[src/rtl/weight_mac_sequencer.sv]
// weight_mac_sequencer
//   Owns one per-neuron weight BRAM. While idle it turns a streamed host weight
//   load into BRAM write strobes. On start it walks the weight BRAM and the
//   matching input-vector buffer in lockstep and accumulates the signed dot
//   product sum(W[i] * X[i]).
//
// Ports
//   clk, rst_n         system clock, asynchronous active-low reset
//   start              request a dot-product pass (sampled only in IDLE)
//   busy, done         pass in progress / one-cycle completion pulse
//   acc_out            signed result, held until the next accepted start
//   ld_valid/ld_ready  host weight-word handshake, ld_data is the word
//   ld_rst             synchronous clear of the load pointer (IDLE only)
//   bram_*             weight BRAM port (bram_do returns on the falling edge)
//   x_addr, x_data     input-vector buffer port, same timing as the BRAM
module weight_mac_sequencer #(
  parameter int DEPTH = 28,
  parameter int AW    = 5,
  parameter int DW    = 16,
  parameter int ACCW  = 40
) (
  input  logic            clk,
  input  logic            rst_n,
  input  logic            start,
  output logic            busy,
  output logic            done,
  output logic [ACCW-1:0] acc_out,
  input  logic            ld_valid,
  output logic            ld_ready,
  input  logic [DW-1:0]   ld_data,
  input  logic            ld_rst,
  output logic [AW-1:0]   bram_addr,
  output logic [DW-1:0]   bram_di,
  output logic            bram_en,
  output logic            bram_we,
  input  logic [DW-1:0]   bram_do,
  output logic [AW-1:0]   x_addr,
  input  logic [DW-1:0]   x_data
);

  typedef enum logic [1:0] {
    S_IDLE,
    S_FETCH,
    S_DRAIN,
    S_DONE
  } state_t;

  state_t                   state_reg;
  logic [AW-1:0]            idx_reg;
  logic [AW-1:0]            ld_ptr_reg;
  logic signed [2*DW-1:0]   prod_reg;
  logic                     prod_valid_reg;
  logic signed [ACCW-1:0]   acc_reg;
  logic [ACCW-1:0]          acc_out_reg;
  logic                     busy_reg;
  logic                     done_reg;

  logic                     is_idle;
  logic                     is_fetch;
  logic                     ld_wr;
  logic signed [ACCW-1:0]   prod_ext;
  logic signed [ACCW-1:0]   acc_sum;

  assign is_idle  = (state_reg == S_IDLE);
  assign is_fetch = (state_reg == S_FETCH);

  // start has priority over a simultaneous load word: ready drops with start.
  assign ld_ready = is_idle && !start;
  // Writes are suppressed while reset is held so the BRAM sees no strobe.
  assign ld_wr    = rst_n && ld_ready && ld_valid;

  assign bram_en   = ld_wr || is_fetch;
  assign bram_we   = ld_wr;
  assign bram_addr = is_fetch ? idx_reg : ld_ptr_reg;
  assign bram_di   = ld_wr ? ld_data : '0;
  assign x_addr    = is_fetch ? idx_reg : '0;

  assign busy    = busy_reg;
  assign done    = done_reg;
  assign acc_out = acc_out_reg;

  assign prod_ext = {{(ACCW-2*DW){prod_reg[2*DW-1]}}, prod_reg};
  assign acc_sum  = acc_reg + prod_ext;

  always_ff @(posedge clk or negedge rst_n) begin
    if (!rst_n) begin
      state_reg      <= S_IDLE;
      idx_reg        <= '0;
      ld_ptr_reg     <= '0;
      prod_reg       <= '0;
      prod_valid_reg <= 1'b0;
      acc_reg        <= '0;
      acc_out_reg    <= '0;
      busy_reg       <= 1'b0;
      done_reg       <= 1'b0;
    end else begin
      // Two-stage MAC pipeline. bram_do/x_data settle on the falling edge, so
      // the product register closes a half-cycle path from the memories.
      prod_valid_reg <= is_fetch;
      if (is_fetch) begin
        prod_reg <= $signed(bram_do) * $signed(x_data);
      end
      if (prod_valid_reg) begin
        acc_reg <= acc_sum;
      end

      case (state_reg)
        S_IDLE: begin
          done_reg <= 1'b0;
          if (ld_rst) begin
            ld_ptr_reg <= '0;
          end else if (ld_wr) begin
            ld_ptr_reg <= (ld_ptr_reg == AW'(DEPTH-1)) ? '0 : ld_ptr_reg + AW'(1);
          end
          if (start) begin
            state_reg   <= S_FETCH;
            busy_reg    <= 1'b1;
            idx_reg     <= '0;
            acc_reg     <= '0;
            acc_out_reg <= '0;
          end
        end
        S_FETCH: begin
          if (idx_reg == AW'(DEPTH-1)) begin
            state_reg <= S_DRAIN;
          end else begin
            idx_reg <= idx_reg + AW'(1);
          end
        end
        S_DRAIN: begin
          // Last product is still in flight; fold it straight into the result.
          state_reg   <= S_DONE;
          done_reg    <= 1'b1;
          acc_out_reg <= acc_sum;
        end
        S_DONE: begin
          state_reg <= S_IDLE;
          done_reg  <= 1'b0;
          busy_reg  <= 1'b0;
        end
        default: begin
          state_reg <= S_IDLE;
        end
      endcase
    end
  end

endmodule

[config.mk]
export PLATFORM = sky130hd
export DESIGN_NAME = weight_mac_sequencer
export DESIGN_NICKNAME = d
export VERILOG_FILES = /design/src/rtl/weight_mac_sequencer.sv
export SDC_FILE = /design/constraint.sdc
export NUM_CORES = 1
export LEC_CHECK = 0
export ABC_AREA = 1
export ABC_CLOCK_PERIOD_IN_PS = 3170
export BUFFER_PORTS_ARGS = -buffer_cell sky130_fd_sc_hd__clkbuf_2
export CAP_MARGIN = 20
export CORE_MARGIN = 2
export CORE_UTILIZATION = 29
export CTS_CLUSTER_DIAMETER = 80
export DETAILED_ROUTE_END_ITERATION = 6
export PLACE_DENSITY = 0.41
export REMOVE_ABC_BUFFERS = 1
export SETUP_SLACK_MARGIN = 0.15
export SYNTH_ARGS = -nofsm -noshare
export SYNTH_HDL_FRONTEND = slang
export SYNTH_SLANG_ARGS = --single-unit
[constraint.sdc]
create_clock -name clk -period 3.17 [get_ports clk]
set_clock_uncertainty 0.15 [all_clocks]
set_input_delay 0.634 -clock clk [delete_from_list [all_inputs] [get_ports clk]]
set_output_delay 0.634 -clock clk [all_outputs]
set_load 0.1 [all_outputs]
**Yosys cells after proc, flatten, opt, wreduce, memory -nomap -nowiden**

Cells that the tools add are included.
W data, S select, Z words.

- Register bits after elaboration: 127
- Latch bits: 0
- Memory bits (writable): 0
- Bits in read-only memories: 0
- Input port bits: 53
- Output and inout port bits: 71
- Logic and storage cells: 58
- Memories kept: 0

- $add $sub $neg: 3
- Multipliers: 1
- Div/mod/pow operators: 0
- Magnitude comparators: 0
- Equal/unequal tests: 8
- Shift-type cells: 0
- Mux-type cells: 20
- Bitwise operators: 0
- Reduce and logical (&&, ||, !) cells: 17

Operators by type and width:

| cell | count |
|---|---|
| $mux W40 | 4 |
| $pmux W40 S2 | 1 |
| $add A40 B32 Y40 | 1 |
| $mux W5 | 7 |
| $mul A16 B16 Y32 | 1 |
| $mux W16 | 1 |
| $add A5 B1 Y5 const B | 2 |
| $eq A5 B5 Y1 const B | 2 |
| $pmux W5 S2 | 1 |
| $reduce_bool A2 Y1 | 5 |
| $pmux W2 S4 | 1 |
| $reduce_and A2 Y1 | 4 |
| $eq A2 B2 Y1 const B | 2 |
| $mux W2 | 2 |
| $ne A2 B2 Y1 const B | 2 |
| $pmux W1 S2 | 2 |
| $logic_and A1 B1 Y1 | 3 |
| $reduce_and A3 Y1 | 1 |
| $eq A2 B1 Y1 const B | 1 |
| $logic_not A2 Y1 | 1 |
| $ne A2 B1 Y1 const B | 1 |
| $reduce_or A2 Y1 | 1 |
| $logic_not A1 Y1 | 1 |
| $logic_or A1 B1 Y1 | 1 |
| $mux W1 | 1 |

**Depth between registers and ports, before layout**

- Depth in word-level cells: 6
- Depth in mapped cells: 28
- Mapped depth without buffers: 26

**Least setup slack after synthesis**

No wires, ideal clock.

- Path type: in2reg
- From: input x_data[3]
- To: register prod_reg[28]
- Library setup time: 118 ps
- Arrival time: 5801 ps
- Required time: 2902 ps
- Slack: -2899 ps
- Cell stages on the path: 23
- Buffers on the path: 2
- Cells stage by stage: clkbuf_1 clkbuf_1 nand2_1 inv_1 fa_1 fa_1 inv_1 fa_1 fa_1 inv_1 fa_1 inv_1 fa_1 inv_1 ha_1 nand2_1 nor2_1 nand2_1 or2_1 nand3_1 nand2_1 nand3_1 nand2_1

- Longest elaborated chain between the ends: 1

Ends and longest elaborated chain:

| what | line | source |
|---|---|---|
| start, declared | 38 | `input logic [DW-1:0] x_data` |
| $mul A16 B16 Y32 | 101 | `prod_reg <= $signed(bram_do) * $signed(x_data);` |
| end signal, assigned | 101 |  |
| end, declared | 51 | `logic signed [2*DW-1:0] prod_reg;` |

Every way passes these cells.
A chain may end at the register's enable or synchronous reset.

**Worst setup path in the final report**

- From: input bram_do[6]
- To: register prod_reg[22]

- Longest elaborated chain between the ends: 1

Ends and longest elaborated chain:

| what | line | source |
|---|---|---|
| start, declared | 36 | `input logic [DW-1:0] bram_do,` |
| $mul A16 B16 Y32 | 101 |  |

Every way passes these cells.

==> results_dict.tcl <==
set metrics [dict create \
    number_of_global_route_vias_before_repair 18400 \
    pin_count 124 \
    violations "negative setup slack" \
    max_cap_viol_count 0 \
    synth_cells 2724 \
    drcViolationCount 0 \
    drt-vias-per-instance 4.34 \
    fmax_mhz 186 \
    core_area_um2 65700 \
    distinct_cell_type_count_after_synthesis 39 \
    worstPathMaxFanout 5 \
    dp.final_hpwl_um 51000 \
    filler_cell_count 6909 \
    post-route-cell-area_um2 25800 \
    cp-end-kind "register" \
    cp_data_required_time_ns 3.35 \
    setup_tns_ns -48.83 \
    timing.final.setup_violations 27 \
    num_rows 94 \
    die_y_um 262 \
    fin_nets 3479 \
    grt_remaining_overflow 0 \
    synth_area_um2 19300 \
    finalCritPeriodShare_pct 169 \
    tritoncts "done" \
    cts_htree_levels 4 \
    clock_insertion_delay_worst_skew_ns 0.45 \
    vias 17000 \
    clock_tree.root_cell "sky130_fd_sc_hd__clkbuf_16" \
    pin_count_of_the_biggest_net_entering_global_routing 64 \
    timing.final.hold_violations 0 \
    yosys_register_bits 127 \
    die-width_um 262 \
    worst_slack_ns -2.19 \
    period_needed_ns 5.36 \
    outcome "complete, but fails checks" \
    timing_max_transition_violations_final 0 \
    avgRoutedWirePerCell_um 15.3 \
    placement.cell_area_um2 22700 \
    timing.hold.worst.class "in -> async" \
    crit_type "in -> reg" \
    area.growth.synth_to_final_pct 33.9 \
    synth_warnings 0 \
    die_area_um2 68500 \
    cts_made_buffers 17 \
    drtPass1Iterations 5 \
    rsz0062_at_grt "true" \
    worstMarginPinSlew_ns 0.861 \
    yosysSeqAreaShare_pct 16.5 \
    critPathLaunchType "input port" \
    place_congestion 0.891 \
    antenna_nets_post_route 0 \
    final_layout_size_suffix_gt1_share_pct 24.6 \
    critical_path_arrival_ns 5.55 \
    clock-sinks 127 \
    clk_pin_slew_worst_paths_ns 0.06 \
    grt_util_all_layers_pct 18.1 \
    reg2reg_setup_slack_ns 0.48 \
    drt-total-wl_um 60000 \
    grt_antenna_before_repair 0 \
    clk_path_buf_depth 2 \
    antenna-diode-count 0 \
    grt_first_pass_wirelength_um 98100 \
    detailedRoute.firstIterationViolations 623 \
    io_buffer_count 123 \
    initial_utilization_pct 29.3 \
    max_slew_margin_pct 42.6 \
    synth_area_per_cell_um2 7.07 \
]
synthesized netlist by cell type, drive strengths merged:
master	number	share of area (%)
or2	7	0.23
o22ai	2	0.065
nand4	26	0.84
nand3	77	2.2
a31oi	4	0.13
xor2	10	0.45
nand3b	23	0.90
buf	11	0.27
o211ai	8	0.31
a21oi	66	1.9
a21boi	2	0.078
a21o	4	0.16
clkinv	3	0.058
a22o	2	0.091
nand2	864	17
xnor2	21	0.95
clkbuf	76	1.5
nor3	13	0.36
o21ai	88	2.3
inv	690	13
mux2	1	0.058
and2	1	0.032
dfrtp	127	16
nor2	197	4.2
fa	263	27
ha	128	8.3
o21bai	10	0.39
area by class of cell:
cell class	count	area, µm²	area share (%)
Clock buffer	25	536	2.08
Clock inverter	7	96.3	0.373
Inverter	693	2630	10.2
Multi-Input combinational cell	1819	14700	57.1
Sequential cell	127	3180	12.3
Tap cell	864	1080	4.19
Timing Repair Buffer	377	3550	13.8
worst max-delay path, cell delays in order:
cell and delay [ns]:
sky130_fd_sc_hd__clkbuf_16 0.13, sky130_fd_sc_hd__buf_12 0.13, sky130_fd_sc_hd__buf_6 0.12, sky130_fd_sc_hd__nand2_2 0.06
sky130_fd_sc_hd__inv_2 0.03, sky130_fd_sc_hd__fa_1 0.47, sky130_fd_sc_hd__fa_1 0.58, sky130_fd_sc_hd__fa_2 0.48
sky130_fd_sc_hd__fa_2 0.49, sky130_fd_sc_hd__fa_1 0.53, sky130_fd_sc_hd__inv_2 0.04, sky130_fd_sc_hd__fa_1 0.51
sky130_fd_sc_hd__inv_2 0.05, sky130_fd_sc_hd__ha_4 0.30, sky130_fd_sc_hd__nand2_4 0.06, sky130_fd_sc_hd__inv_4 0.06
sky130_fd_sc_hd__buf_6 0.10, sky130_fd_sc_hd__nand2_4 0.05, sky130_fd_sc_hd__nor2_4 0.14, sky130_fd_sc_hd__nand4_1 0.24
sky130_fd_sc_hd__nand3_1 0.17, sky130_fd_sc_hd__nand2_1 0.07, sky130_fd_sc_hd__nand3_2 0.05, sky130_fd_sc_hd__nand2_1 0.05
repair_timing:
| action | 4_1_cts | 5_1_grt |
|---|---|---|
| gates resized for setup | 304 | 244 |
| endpoints found under the setup margin | 46 | 45 |
| buffers inserted | 26 | 24 |
| hold buffers | 0 | 0 |
| gates cloned | 2 | 0 |
| pin swaps | 76 | 120 |
cells in the final DEF (no fill, tap or decap), types with 45 or more instances in the layout:
master                       n
sky130_fd_sc_hd__dfrtp_1   126
sky130_fd_sc_hd__ha_1       90
sky130_fd_sc_hd__nor2_1    147
sky130_fd_sc_hd__buf_6      45
sky130_fd_sc_hd__clkbuf_2   63
sky130_fd_sc_hd__fa_1      251
sky130_fd_sc_hd__inv_1     620
sky130_fd_sc_hd__nand2_1   786
sky130_fd_sc_hd__o21ai_0    46
sky130_fd_sc_hd__nand3_1    56
sky130_fd_sc_hd__inv_2      59
sky130_fd_sc_hd__buf_4     203
sky130_fd_sc_hd__nand2_2    46
path summary, 6_finish.rpt:
path                                          from                  endpoint  cells past startpoint
setup / recovery                        bram_do[6]  prod_reg[22]$_DFFE_PN0P_                     24
hold / removal                               rst_n     acc_reg[37]$_DFF_PN0_                      2
setup reg to reg           prod_reg[0]$_DFFE_PN0P_     acc_reg[12]$_DFF_PN0_                     11
hold reg to reg            acc_out[35]$_DFFE_PN0P_   acc_out[35]$_DFFE_PN0P_                      2
max in group asynchronous                    rst_n  prod_reg[22]$_DFFE_PN0P_                      3
min in group clk           acc_out[35]$_DFFE_PN0P_   acc_out[35]$_DFFE_PN0P_                      2
through the flow:
stage	setup slack, ns	hold WS [ns]	cells	utilization, %
finish	-2.19	0.0996	3912	39.2
global route	-2.37	0.115	3912	39.2
CTS	-2.22	0.100	3888	37.7
detailed placement	-3.29	0.316	3828	34.5
global placement	-3.29	0.313	3828	34.5
floorplan	-2.56	0.188	2637	-
per-layer routing:
layer  wire [µm]  share of wire (%)  global-route usage (%)
met4        1150                1.9                    4.20
met3        1090                1.8                    1.62
met1       27400                 46                    23.2
met2       30300                 51                    32.8
met5           0                  0                       0
cell families after synthesis:
logic type / Yosys count / share of synthesized area (%)
simple gates: 1208 / 25.8
compound gates: 186 / 5.38
mux: 1 / 0.0584
xor+xnor: 31 / 1.41
fa+ha+maj: 391 / 35.6
buf+inv: 780 / 15.3
flops: 127 / 16.5
Power is not shown: default switching activity piles up to over one toggle a cycle in this logic, so the estimate is an artifact.
